`src/rtl/barrel_shifter_pipe.sv`:
```
// rtl/barrel_shifter_pipe.sv - pipelined WIDTH-bit shifter/rotator with valid/ready streams
`timescale 1ns/1ps
module barrel_shifter_pipe #(
   parameter  int WIDTH = 8,
   localparam int SHW   = $clog2(WIDTH)
) (
   input  logic             clk,
   input  logic             rst,
   input  logic             in_valid,
   output logic             in_ready,
   input  logic [WIDTH-1:0] in_data,
   input  logic [SHW-1:0]   in_amt,
   input  logic [2:0]       in_mode,
   output logic             out_valid,
   input  logic             out_ready,
   output logic [WIDTH-1:0] out_data,
   output logic             out_err
);

   localparam logic [2:0] MODE_SLL = 3'b000;
   localparam logic [2:0] MODE_SRL = 3'b001;
   localparam logic [2:0] MODE_SRA = 3'b010;
   localparam logic [2:0] MODE_ROL = 3'b011;
   localparam logic [2:0] MODE_ROR = 3'b100;

   // Whole pipeline moves together; it only freezes when a finished result is waiting.
   logic advance;
   logic in_err;

   assign advance  = ~out_valid | out_ready;
   assign in_ready = advance;
   assign in_err   = (in_mode > MODE_ROR);

   // One fixed-distance step; sh is a per-stage constant, so each stage is a plain mux.
   function automatic logic [WIDTH-1:0] shift_step(
      input logic [WIDTH-1:0] d,
      input logic [2:0]       mode,
      input int unsigned      sh
   );
      logic [WIDTH-1:0] r;
      r = d;
      case (mode)
         MODE_SLL: r = d << sh;
         MODE_SRL: r = d >> sh;
         MODE_SRA: r = WIDTH'($signed(d) >>> sh);
         MODE_ROL: r = (d << sh) | (d >> (WIDTH - sh));
         MODE_ROR: r = (d >> sh) | (d << (WIDTH - sh));
         default:  r = d;
      endcase
      return r;
   endfunction

   for (genvar k = 0; k < SHW; k++) begin : g_stage
      logic             v_d;
      logic [WIDTH-1:0] data_d;
      logic [SHW-1:0]   amt_d;
      logic [2:0]       mode_d;
      logic             err_d;

      logic             v_q;
      logic [WIDTH-1:0] data_q;
      logic [SHW-1:0]   amt_q;
      logic [2:0]       mode_q;
      logic             err_q;

      if (k == 0) begin : g_src
         assign v_d    = in_valid;
         assign data_d = in_data;
         assign amt_d  = in_amt;
         assign mode_d = in_mode;
         assign err_d  = in_err;
      end else begin : g_src
         assign v_d    = g_stage[k-1].v_q;
         assign data_d = g_stage[k-1].data_q;
         assign amt_d  = g_stage[k-1].amt_q;
         assign mode_d = g_stage[k-1].mode_q;
         assign err_d  = g_stage[k-1].err_q;
      end

      // Stage k applies the 2^k step when amount bit k is set; illegal modes pass data untouched.
      always_ff @(posedge clk or posedge rst) begin
         if (rst) begin
            v_q    <= 1'b0;
            data_q <= '0;
            amt_q  <= '0;
            mode_q <= '0;
            err_q  <= 1'b0;
         end else if (advance) begin
            v_q <= v_d;
            if (v_d) begin
               data_q <= (amt_d[k] && !err_d) ? shift_step(data_d, mode_d, 32'(1) << k) : data_d;
               amt_q  <= amt_d;
               mode_q <= mode_d;
               err_q  <= err_d;
            end
         end
      end
   end

   assign out_valid = g_stage[SHW-1].v_q;
   assign out_data  = g_stage[SHW-1].data_q;
   assign out_err   = g_stage[SHW-1].err_q;

   // The final stage's amount and mode have no further consumer.
   logic unused_tail;
   assign unused_tail = ^{g_stage[SHW-1].amt_q, g_stage[SHW-1].mode_q};

endmodule

```
`config.mk`:
```
export PLATFORM = sky130hd
export DESIGN_NAME = barrel_shifter_pipe
export DESIGN_NICKNAME = d
export VERILOG_FILES = /design/src/rtl/barrel_shifter_pipe.sv
export SDC_FILE = /design/constraint.sdc
export NUM_CORES = 1
export LEC_CHECK = 0
export BUFFER_PORTS_ARGS = -buffer_cell sky130_fd_sc_hd__buf_2
export CAP_MARGIN = 5
export CELL_PAD_IN_SITES_DETAIL_PLACEMENT = 1
export CELL_PAD_IN_SITES_GLOBAL_PLACEMENT = 1
export CORE_AREA = 2 2 75 77
export CTS_CLUSTER_DIAMETER = 200
export DETAILED_ROUTE_END_ITERATION = 8
export DIE_AREA = 0 0 77 79
export GPL_TIMING_DRIVEN = 0
export PLACE_DENSITY_LB_ADDON = 0.2
export SLEW_MARGIN = 20
export SYNTH_ARGS = -nofsm -noshare
export SYNTH_HDL_FRONTEND = slang
export SYNTH_SLANG_ARGS = --single-unit
```
`constraint.sdc`:
```
create_clock -name clk -period 2.1 [get_ports clk]
set_input_delay 0.315 -clock clk [delete_from_list [all_inputs] [get_ports clk]]
set_output_delay 0.315 -clock clk [all_outputs]
set_load 0.02 [all_outputs]
```
* After elaboration in Yosys (flattened, before gate mapping)
Cells that the tools add are included.
Storage, ports and cells: register bits 42, bits of input ports 18, output and inout port bits 11, word-level logic and storage cells 52
Cells by class: magnitude comparators 1, eq/ne operators 12, muxes and demuxes 6, bitwise gates (word level) 7, reductions and logical operators 13
Operators by type and width (count):
- $pmux 8 s5 | 2
- $pmux 8 s4 | 1
- $mux 8 | 3
- $eq 3x2->1 const B | 6
- $eq 3x1->1 const B | 3
- $eq 3x3->1 const B | 3
- $logic_not 3->1 | 3
- $or 4x8->8 | 1
- $or 6x8->8 | 1
- $or 7x8->8 | 1
- $or 8x1->8 | 1
- $or 8x2->8 | 1
- $reduce_and 2->1 | 3
- $gt 3x3->1 const B | 1
- $logic_and 1x1->1 | 3
- $logic_not 1->1 | 3
- $reduce_or 2->1 | 1
- $not 1->1 | 1
- $or 1x1->1 | 1

* Longest topological paths before layout
Gate-level depths: netlist of the first run.
depth after elaboration 4, depth in mapped cells 6

* Worst setup path after synthesis of the first run
No wires, ideal clock.
kind flip-flop to flip-flop, from reg g_stage[0].mode_q[1], to reg g_stage[1].data_q[5], arrival time 1.397 ns, slack 0.579 ns, stages on the path, launching flop included 6, period minus slack after synthesis 1.521 ns, cell sequence dfrtp_1 > buf_4 > xnor2_4 > mux2_2 > a221oi_2 > o21ai_1
On the way: word-level cells in the longest chain between the ends 3
RTL lines:
- start, declared | RTL line 63 | logic [2:0] mode_q;
- start signal, assigned | RTL line 93 | mode_q <= mode_d;
- $eq 3x3->1 (tied with other cells) | RTL line 42 | case (mode)
- $pmux 8 s5 * | RTL line 42
- $mux 8 * | RTL line 91 | data_q <= (amt_d[k] && !err_d) ? shift_step(data_d, mode_d, 32'(1) << k) : data_d;
- end signal, assigned | RTL line 91
- end, declared | RTL line 61 | logic [WIDTH-1:0] data_q;
Mark *: on every way between the ends. The rest lies on a longest branch, timed or not. A chain may end at the register's enable or synchronous reset.

* Worst setup path in the final report of the first run
Ends and elaborated chain as after synthesis.

==> results of run 1 <==
## sequential cells by signal, summed over array words and instances (netlist names)
register	count
g_stage.amt_q	3
g_stage.data_q	16
g_stage.err_q	2
g_stage.mode_q	6
g_stage.v_q	2
out_data	8
out_err	1
out_valid	1
## Yosys cell counts
cell / instances
a21o_1: 3
a21oi_1: 3
a221o_1: 5
a221oi_2: 1
a22o_1: 1
a22oi_1: 5
a32o_1: 1
a32oi_1: 2
and2_1: 3
and3_1: 10
and3b_1: 1
buf_2: 3
buf_4: 3
buf_6: 2
clkbuf_1: 5
dfrtp_1: 39
inv_1: 4
mux2_2: 13
mux2i_1: 10
nand2_1: 35
nand2b_1: 1
nand3_1: 3
nand4b_1: 1
nor2_1: 16
nor2_4: 1
nor2b_1: 8
nor3b_2: 1
o211ai_1: 1
o21ai_0: 21
o21ai_1: 2
o21ai_2: 5
o22ai_1: 11
o31ai_1: 10
or3_1: 1
or3b_4: 1
xnor2_4: 2
## worst register-to-register path, delay by kind of cell (launching register included)
| family | cells | cell delay [ns] |
|---|---|---|
| xor gates and xnor gates | 1 | 0.29 |
| AOI/OAI and AO/OA | 2 | 0.33 |
| muxes | 1 | 0.38 |
| buffers and inverters | 1 | 0.18 |
| DFF | 1 | 0.36 |
## power by group through the flow
stage	combinational, µW	sequential (µW)	clock [µW]
2_1_floorplan	934	1310	0
3_3_place_gp	1300	1280	0
3_5_place_dp	1340	1300	0
4_1_cts	1350	1290	576
5_1_grt	1500	1340	616
6_report	1330	1280	564
## metal layers
layer  vias to the layer above  track usage, %
met5                         -               0
li1                        932               -
met4                         0            7.50
met1                       901            21.8
met3                         8            3.18
met2                        33            35.2
## cell families after synthesis
| group | after synthesis | share of synthesized area [%] |
|---|---|---|
| compound gates | 71 | 21.5 |
| xor+xnor | 2 | 2.43 |
| flops | 39 | 43.2 |
| mux | 23 | 10.9 |
| simple gates | 82 | 17.8 |
| buf+inv | 17 | 4.15 |
## per-stage QoR
stage | cells | power, µW | utilization [%]
floorplan | 234 | 2250 | -
global placement | 334 | 2590 | 46.7
detailed placement | 335 | 2640 | 47.0
CTS | 344 | 3210 | 49.2
global route | 344 | 3450 | 49.2
finish | 344 | 3180 | 49.2
## worst paths after layout
kind | slack, ns | cells after the start | end
max reg2reg | 0.46 | 5 | g_stage[1].data_q[5]
max | 0.46 | 5 | g_stage[1].data_q[5]
min | 0.26 | 2 | g_stage[0].amt_q[2]
min in group asynchronous | 0.47 | 3 | out_data[5]
max in group asynchronous | 1.20 | 4 | g_stage[0].data_q[4]
min reg2reg | 0.47 | 2 | out_data[4]
## area by class of cell
cell class,instances,area [µm²],share of cell area [%]
inverters,4,15.0,0.572
multi-input cells,178,1190,45.4
well taps,72,90.1,3.43
plain buffers,13,78.8,3.00
flip-flops and latches,39,976,37.2
clock buffers,7,96.3,3.67
repair buffers,30,170,6.48
clock inverters,1,7.51,0.286
==> metrics, run 1 <==
status completed; clock network power share 17.7%; die height 79 µm; met1 WL 2200 µm; final setup margin 0.461 ns; cell taking the most area after synthesis dfrtp_1; RSZ-0062 raised after global routing false; critical path startpoint category flip-flop; most common cell after layout, fill and taps aside dfrtp_1; crit-path cells buf_4 > xnor2_4 > mux2_2 > a221oi_2 > o21ai_1; DR vias 1874; final instance area 2630 µm²; Layout Nets 289; CP Data Required Time 2.28 ns; critical path's top delay family multiplexers; Starting Density 42.4%; Routed WL 5180 µm; net switching power 1260 µW; Final Hold Vio Count 0; commonest non-fill, non-tap cells in the layout dfrtp_1, nand2_1, buf_2; Post-DP HPWL 4070 µm; DIE AREA 6080 µm²; critical path arrival 1.82 ns; TritonCTS clock tree done; combinational power share 42.0%; PortBufs 28; LEAKAGE 0.00120 µW; Reg clk slew, reported paths 0.07 ns; Slew @ Worst Pin 0.443 ns; CP Max Fanout 9; DRC viols 0; share of layout cells above drive strength 1 25.7%; DR WL/cell 15.0 µm; fmax 610 MHz; Routed Antenna Nets 0; later-pin clock latency in the skew report 0.30 ns; Root Buffer clkbuf_8; top cell type's share of synthesized area 43.2%; critical path class reg -> reg; VDD IR max 0.509 mV; Finish-stage setup viols 0; Core ar. 5340 µm²; Seq/Total Area, Yosys 43.2%; number of global-route vias before repair 1955; Post-Synthesis Cells 234; Max Used Layer met4; Slowest-stage cell, CP mux2_2; H-tree levels 2; sequential power share 40.3%; CTS max path bufs 2; Initial DRT Pass Iterations 4; Slew Limit Fails 0; slowest stage delay, CP 0.38 ns; Power Internal 1920 µW; initial antenna violation count 0; area grow syn2layout 16.1%; post-synthesis cell area 2260 µm²; hold wc startpoint in_amt[2]; fillcell total 649; FF+latch count, synth 39; met2 wire length 2750 µm; Cell Area, Placed 2510 µm²; met3 wire len 130 µm; Tot GR Track Use 18.9%; post-layout min period 1.64 ns; CP endpoint kind flip-flop; slew margin rel. 70.5%; largest net degree at the start of global routing 32; Mapped Nets 252; clk sinks 39; I/O Pins 29; switching part of the total 39.6%; top cells by area, synth dfrtp_1, mux2_2, nand2_1, o21ai_0, mux2i_1; grt ovf 0; Rows 27; Die X 77 µm; Placement Setup Slack 0.478 ns; hold_ws 0.257 ns; GPL Wtd Cong 0.806; Clock Skew 0.0105 ns; MaxCap Viol Count 0; yosys warns 0; HP Class in -> reg; diode count 0; Hold Buf Count CTS 1; Worst Path Buf+Inv 1; Iteration-0 DRC Markers 41; Tcrit/Tclk final 78.0%; Crit. Startpoint g_stage[0].mode_q[1]; Vias/cell 5.45; total CTS buffers 5; postcts setup bufs 0; count of cell types in the netlist 36; setup TNS 0 ns; post_cts resized 0; Syn Area/Cell 9.66 µm²; r2r startpoint g_stage[0].mode_q[1]; P per Cell Area 1210 nW/µm²; first-pass GRT wire length 9190 µm
Power figures use the tool's default switching activity.
==> inputs of run 2 (changes only) <==
- ABC_AREA: unset -> 1
- CORE_AREA: 2 2 75 77 -> 2 2 80 82
- DIE_AREA: 0 0 77 79 -> 0 0 82 84
- clock period: 2.1 -> 1.4 ns (I/O delays scaled with it)
==> run 2 against run 1 <==
Against the previous run: die area rose by 13%; first-iteration DRC count fell by 9.8%; synthesized area fell by 4.9%; clock power rose by 74%; highest routed layer unchanged; non-clock buffer count fell by 7; synthesized cell count rose by 30%; register-to-register slack got worse by 0.35 ns; fmax rose by 27%; worst hold slack got worse by 0.14 ns.
==> metrics, run 2 <==
I/O Pins 29 (unchanged); HP Class in -> reg; diode count 0 (unchanged); Post-synth EDFFs 0 (unchanged); Finish-stage setup viols 0 (unchanged); commonest non-fill, non-tap cells in the layout nand2_1, dfrtp_1, a21oi_1; net switching power 2010 µW (+60%); critical path startpoint category flip-flop; RSZ-0062 raised after global routing true; Clock Skew 0.00578 ns (-0.00475 ns); Power Internal 2800 µW (+46%); Vias/cell 4.71 (-14%); area grow syn2layout 19.1%; most common cell after layout, fill and taps aside nand2_1; critical path class reg -> reg; CP most frequent cell nand2_1; slew margin rel. 75.9% (+5.4 points); GPL Wtd Cong 0.730 (-9.4%); async set or reset register ratio after synthesis 100% (unchanged); clk sinks 39 (unchanged); fmax 777 MHz (+27%); clock network power share 20.4% (+2.7 points); status completed; later-pin clock latency in the skew report 0.29 ns (about the same); Iteration-0 DRC Markers 37 (-9.8%); Reg clk slew, reported paths 0.08 ns (about the same); P per Cell Area 1880 nW/µm² (+55%); post-synthesis cell area 2150 µm² (-4.9%); Largest register FFs 16 (unchanged); number of global-route vias before repair 2062 (+5.5%); sequential power share 39.1% (-1.2 points); critical path arrival 1.47 ns (-0.35 ns); Routed Antenna Nets 0 (unchanged); Seq/Total Area, Yosys 45.4% (+2.2 points); combinational power share 40.5% (-1.5 points); Routed WL 5210 µm (+0.71%); Top reg by flops g_stage.data_q; DR WL/cell 12.4 µm (-18%); largest net degree at the start of global routing 31 (-3.1%); top cell type's share of synthesized area 45.4% (+2.2 points); Slew Limit Fails 0 (unchanged); DRC viols 0 (unchanged); crit-path cells nor2_4 > o21ai_4 > buf_6 > a21oi_1 > nand2_1 > nand2_1 > nand2_1; Cell Area, Placed 2410 µm² (-4.2%); CP Data Required Time 1.59 ns (-0.69 ns); top cells by area, synth dfrtp_1, nand2_1, a21oi_1, inv_1, nor2_1; Tcrit/Tclk final 91.9% (+14 points); count of cell types in the netlist 24 (-33%); total CTS buffers 5 (unchanged); placed cell count 411 (+23%); switching part of the total 41.8% (+2.2 points); Non-Filler Instances 420 (+22%); initial antenna violation count 0 (unchanged); FF+latch count, synth 39 (unchanged); Die X 82 µm (+6.5%); PortBufs 28 (unchanged); final instance area 2560 µm² (-2.5%); slowest stage delay, CP 0.44 ns (+0.06 ns); Slew @ Worst Pin 0.359 ns (-0.0839 ns); CP Max Fanout 10 (+1); VDD IR max 0.666 mV (+31%); grt ovf 0 (unchanged); TritonCTS clock tree done; Mapped Nets 323 (+28%); Tot GR Track Use 17.2% (-1.7 points); Initial DRT Pass Iterations 4 (unchanged); DR vias 1978 (+5.5%); Starting Density 35.3% (-7.1 points); LEAKAGE 0.00135 µW (+13%); Layout Nets 360 (+25%); most instantiated cells after synthesis nand2_1, dfrtp_1, a21oi_1; Post-Synthesis Cells 305 (+30%); yosys warns 0 (unchanged); share of layout cells above drive strength 1 19.8% (-5.9 points); cell taking the most area after synthesis dfrtp_1; most common cell in the netlist nand2_1; area of the multi-input gates 1020 µm² (-14%); CP endpoint kind flip-flop; Total Power Consumption 4820 µW (+52%); DIE AREA 6890 µm² (+13%); post-layout min period 1.29 ns (-0.352 ns); Root Buffer clkbuf_8; Syn Area/Cell 7.05 µm² (-27%); FF+latch area 977 µm² (+0.13%); Rows 29 (+7.4%); H-tree levels 2 (unchanged); die height 84 µm (+6.3%); Final Hold Vio Count 0 (unchanged); MaxCap Viol Count 0 (unchanged); Core ar. 6100 µm² (+14%); Post-synth top flop dfrtp_1; Slowest-stage cell, CP dfrtp_1; fillcell total 802 (+24%); CTS max path bufs 2 (unchanged); Post-DP HPWL 3980 µm (-2.3%); first-pass GRT wire length 9300 µm (+1.2%)
run 2: logic make-up after synthesis:
| group | synth area share, % |
|---|---|
| flops | 45.4 |
| simple gates | 33.1 |
| buf+inv | 8.09 |
| compound gates | 13.4 |
run 2: worst paths after layout:
check / start / end / slack (ns) / cells after the start
min in group asynchronous: rst / out_data[6] / 0.38 / 3
hold / removal: in_amt[2] / g_stage[0].amt_q[2] / 0.11 / 3
max in group asynchronous: rst / g_stage[0].err_q / 0.57 / 4
setup reg to reg: g_stage[0].mode_q[1] / g_stage[1].data_q[1] / 0.11 / 7
hold reg to reg: out_data[1] / out_data[1] / 0.48 / 2
setup / recovery: g_stage[0].mode_q[1] / g_stage[1].data_q[1] / 0.11 / 7
run 2: worst max-delay path, delay by kind of cell, from the launching register on:
family	cells	cell delay, ns
buf+inv	1	0.15
compound gates	2	0.24
flops	1	0.44
simple gates	4	0.34
run 2: power groups by stage:
| stage | combinational (µW) | sequential [µW] | clock (µW) |
|---|---|---|---|
| after floorplan | 1250 | 1990 | 0 |
| after global placement | 1890 | 1880 | 0 |
| after detailed placement | 1930 | 1900 | 0 |
| after CTS | 1950 | 1880 | 1020 |
| after global routing | 2290 | 1970 | 1060 |
| final | 1950 | 1880 | 983 |
run 2: per-layer routing:
metal / vias to the layer above / wire, µm / global-route usage (%)
li1: 1028 / - / -
met1: 915 / 2340 / 20.1
met2: 29 / 2650 / 31.0
met3: 6 / 147 / 2.92
met4: 0 / 82 / 5.91
met5: - / 0 / 0
run 2: cell type report:
cell class	count	share of cell area, %
Tap cell	77	3.76
Buffer	6	1.81
Inverter	34	5.18
Timing Repair Buffer	30	6.65
Multi-Input combinational cell	226	39.8
Sequential cell	39	38.2
Clock inverter	2	1.37
Clock buffer	6	3.23
run 2: metrics by stage:
step	hold slack [ns]	setup WS [ns]	utilization (%)	setup TNS, ns
2_1_floorplan	0.320	0.107	-	0
5_1_grt	0.136	-0.00592	42.0	-0.00592
3_5_place_dp	0.151	0.0294	39.5	0
4_1_cts	0.106	0.0213	41.6	0
6_report	0.115	0.114	42.0	0
3_3_place_gp	0.405	-0.251	39.1	-9.69
run 2: repair_timing:
item                                    4_1_cts  5_1_grt
endpoints found under the setup margin        0       15
resized for setup                             0        9
buffers inserted                              0        0
hold buffers                                  1        0
endpoints found under the hold margin         9        0
==> inputs of run 3 (changes only) <==
- PLACE_DENSITY: unset -> 0.79
- PLACE_DENSITY_LB_ADDON: 0.2 -> unset
==> run 3 against run 2 <==
Against the previous run: first-iteration DRC count grew 120%; sequential power is essentially flat; via count shrank 0.56%; critical endpoint is now out_data[7]; routed wire length shrank 1.0%; setup slack lost 0.0068 ns; die area is the same; cell count shrank 0.48%; highest routed layer unchanged.
==> metrics, run 3 (synthesized netlist as in run 2, its figures left out) <==
status completed; Crit. Startpoint g_stage[1].mode_q[1]; Total Power Consumption 4520 µW (-6.1%); die height 84 µm (unchanged); net switching power 1980 µW (-1.9%); most common cell after layout, fill and taps aside nand2_1; crit-path cells o21ai_1 > nand2_2 > nor2_4 > o21ai_0 > nand2_1 > nand2_1; post-layout min period 1.29 ns (+0.00683 ns); CTS max path bufs 2 (unchanged); DIE AREA 6890 µm² (unchanged); total CTS buffers 5 (unchanged); combinational power share 43.0% (+2.5 points); Vias/cell 4.71 (about the same); DR vias 1967 (-0.56%); Core ar. 6100 µm² (unchanged); area grow syn2layout 16.4%; P per Cell Area 1810 nW/µm² (-3.9%); CP most frequent cell nand2_1; Top reg by flops g_stage.data_q; CP endpoint kind flip-flop; Crit path depth 6 (-1); reg2reg end out_data[7]; critical path arrival 1.48 ns (about the same); Layout Nets 360 (unchanged); RSZ-0062 raised after global routing true; Routed Antenna Nets 0 (unchanged); slew margin rel. 66.6% (-9.3 points); clock network power share 15.3% (-5.1 points); Post-DP HPWL 4070 µm (+2.4%); Power Internal 2550 µW (-9.1%); Worst Setup EP out_data[7]; TritonCTS clock tree done; I/O Pins 29 (unchanged); first-pass GRT wire length 9340 µm (+0.37%); Rows 29 (unchanged); CP Max Fanout 10 (unchanged); fmax 773 MHz (-0.53%); diode count 0 (unchanged); commonest non-fill, non-tap cells in the layout nand2_1, dfrtp_1, a21oi_1; clk sinks 39 (unchanged); grt ovf 0 (unchanged); Finish-stage setup viols 0 (unchanged); Die X 82 µm (unchanged); critical path class reg -> reg; HP Class in -> reg; Clock Skew 0.00366 ns (-0.00212 ns); Largest register FFs 16 (unchanged); setup TNS 0 ns (unchanged); postcts setup bufs 0 (unchanged); DRC viols 0 (unchanged); LEAKAGE 0.00132 µW (-2.5%); MaxCap Viol Count 0 (unchanged); placed cell count 411 (unchanged); final instance area 2500 µm² (-2.3%); PortBufs 28 (unchanged); VDD IR max 0.717 mV (+7.6%); Initial DRT Pass Iterations 4 (unchanged); GPL Wtd Cong 0.759 (+3.9%); share of layout cells above drive strength 1 18.8% (-1.1 points); CP Data Required Time 1.58 ns (about the same); Routed WL 5160 µm (-1.0%); Slew @ Worst Pin 0.497 ns (+0.138 ns); later-pin clock latency in the skew report 0.28 ns (about the same); Final Hold Vio Count 0 (unchanged); Tot GR Track Use 17.1% (-0.17 points); Tcrit/Tclk final 92.4% (+0.49 points); largest net degree at the start of global routing 32 (+3.2%); H-tree levels 2 (unchanged); number of global-route vias before repair 2018 (-2.1%); critical path's top delay family simple AND/OR/NAND/NOR gates; Slew Limit Fails 0 (unchanged); r2r startpoint g_stage[1].mode_q[1]; Cell Area, Placed 2410 µm² (unchanged); slowest stage delay, CP 0.44 ns (about the same); Non-Filler Instances 418 (-0.48%); Iteration-0 DRC Markers 81 (+120%); Slowest-stage cell, CP dfrtp_1; r2r worst-path depth 6 (-1); DR WL/cell 12.3 µm (-0.56%); switching part of the total 43.7% (+1.9 points); Reg clk slew, reported paths 0.07 ns (about the same); Root Buffer clkbuf_8; Layout Utilization 41.0% (-0.96 points); Worst R2R Setup Slack 0.11 ns (about the same); critical path startpoint category flip-flop; initial antenna violation count 0 (unchanged); Starting Density 35.3% (unchanged); sequential power share 41.7% (+2.6 points); Worst Path Buf+Inv 0 (-1)
run 3: per-stage QoR:
| stage | hold slack (ns) | worst slack [ns] |
|---|---|---|
| 3_3_place_gp | 0.414 | -0.192 |
| 6_report | 0.123 | 0.107 |
| 4_1_cts | 0.118 | 0.0558 |
| 5_1_grt | 0.136 | 0.000936 |
| 2_1_floorplan | 0.320 | 0.107 |
| 3_5_place_dp | 0.138 | -0.0163 |
run 3: repair_timing:
action                                  4_1_cts  5_1_grt
hold endpoints to repair                      8        0
pin swaps                                     0        1
gates resized for setup                       1        5
endpoints found under the setup margin        4        6
hold buffers                                  1        0
run 3: per-layer routing:
layer	part of all wire (%)	track usage, %	vias to the layer above
met1	44	20.4	905
met4	1.3	4.24	0
met3	3.5	3.57	6
met5	0	0	-
li1	-	-	1026
met2	52	30.5	30
run 3: worst min-delay path by stage:
stage	cells after the start	startpoint	end
6_report	3	in_amt[2]	g_stage[0].amt_q[2]
5_1_grt	3	in_amt[2]	g_stage[0].amt_q[2]
4_1_cts	3	in_amt[2]	g_stage[0].amt_q[2]
3_5_place_dp	2	rst	out_data[0]
3_3_place_gp	3	in_amt[2]	g_stage[0].amt_q[2]
2_1_floorplan	2	in_amt[2]	g_stage[0].amt_q[2]
run 3: power by group through the flow:
| stage | registers, µW | logic [µW] | clock network, µW |
|---|---|---|---|
| after floorplan | 1990 | 1250 | 0 |
| after global placement | 1880 | 1840 | 0 |
| after detailed placement | 1910 | 1930 | 0 |
| after CTS | 1890 | 1960 | 718 |
| after global routing | 1960 | 2230 | 771 |
| final | 1890 | 1950 | 691 |
run 3: worst min-delay path: cells and delay by family:
| kind | cells | cell delay (ns) |
|---|---|---|
| buffers and inverters | 1 | 0.07 |
| and+or+nand+nor | 2 | 0.09 |
run 3: final cells by class:
cell class | instances | area, µm²
Fill cell | 816 | 3590
Multi-Input combinational cell | 226 | 1010
Sequential cell | 39 | 978
Timing Repair Buffer | 30 | 170
Inverter | 34 | 133
Tap cell | 77 | 96.3
Clock buffer | 6 | 72.6
Buffer | 6 | 43.8
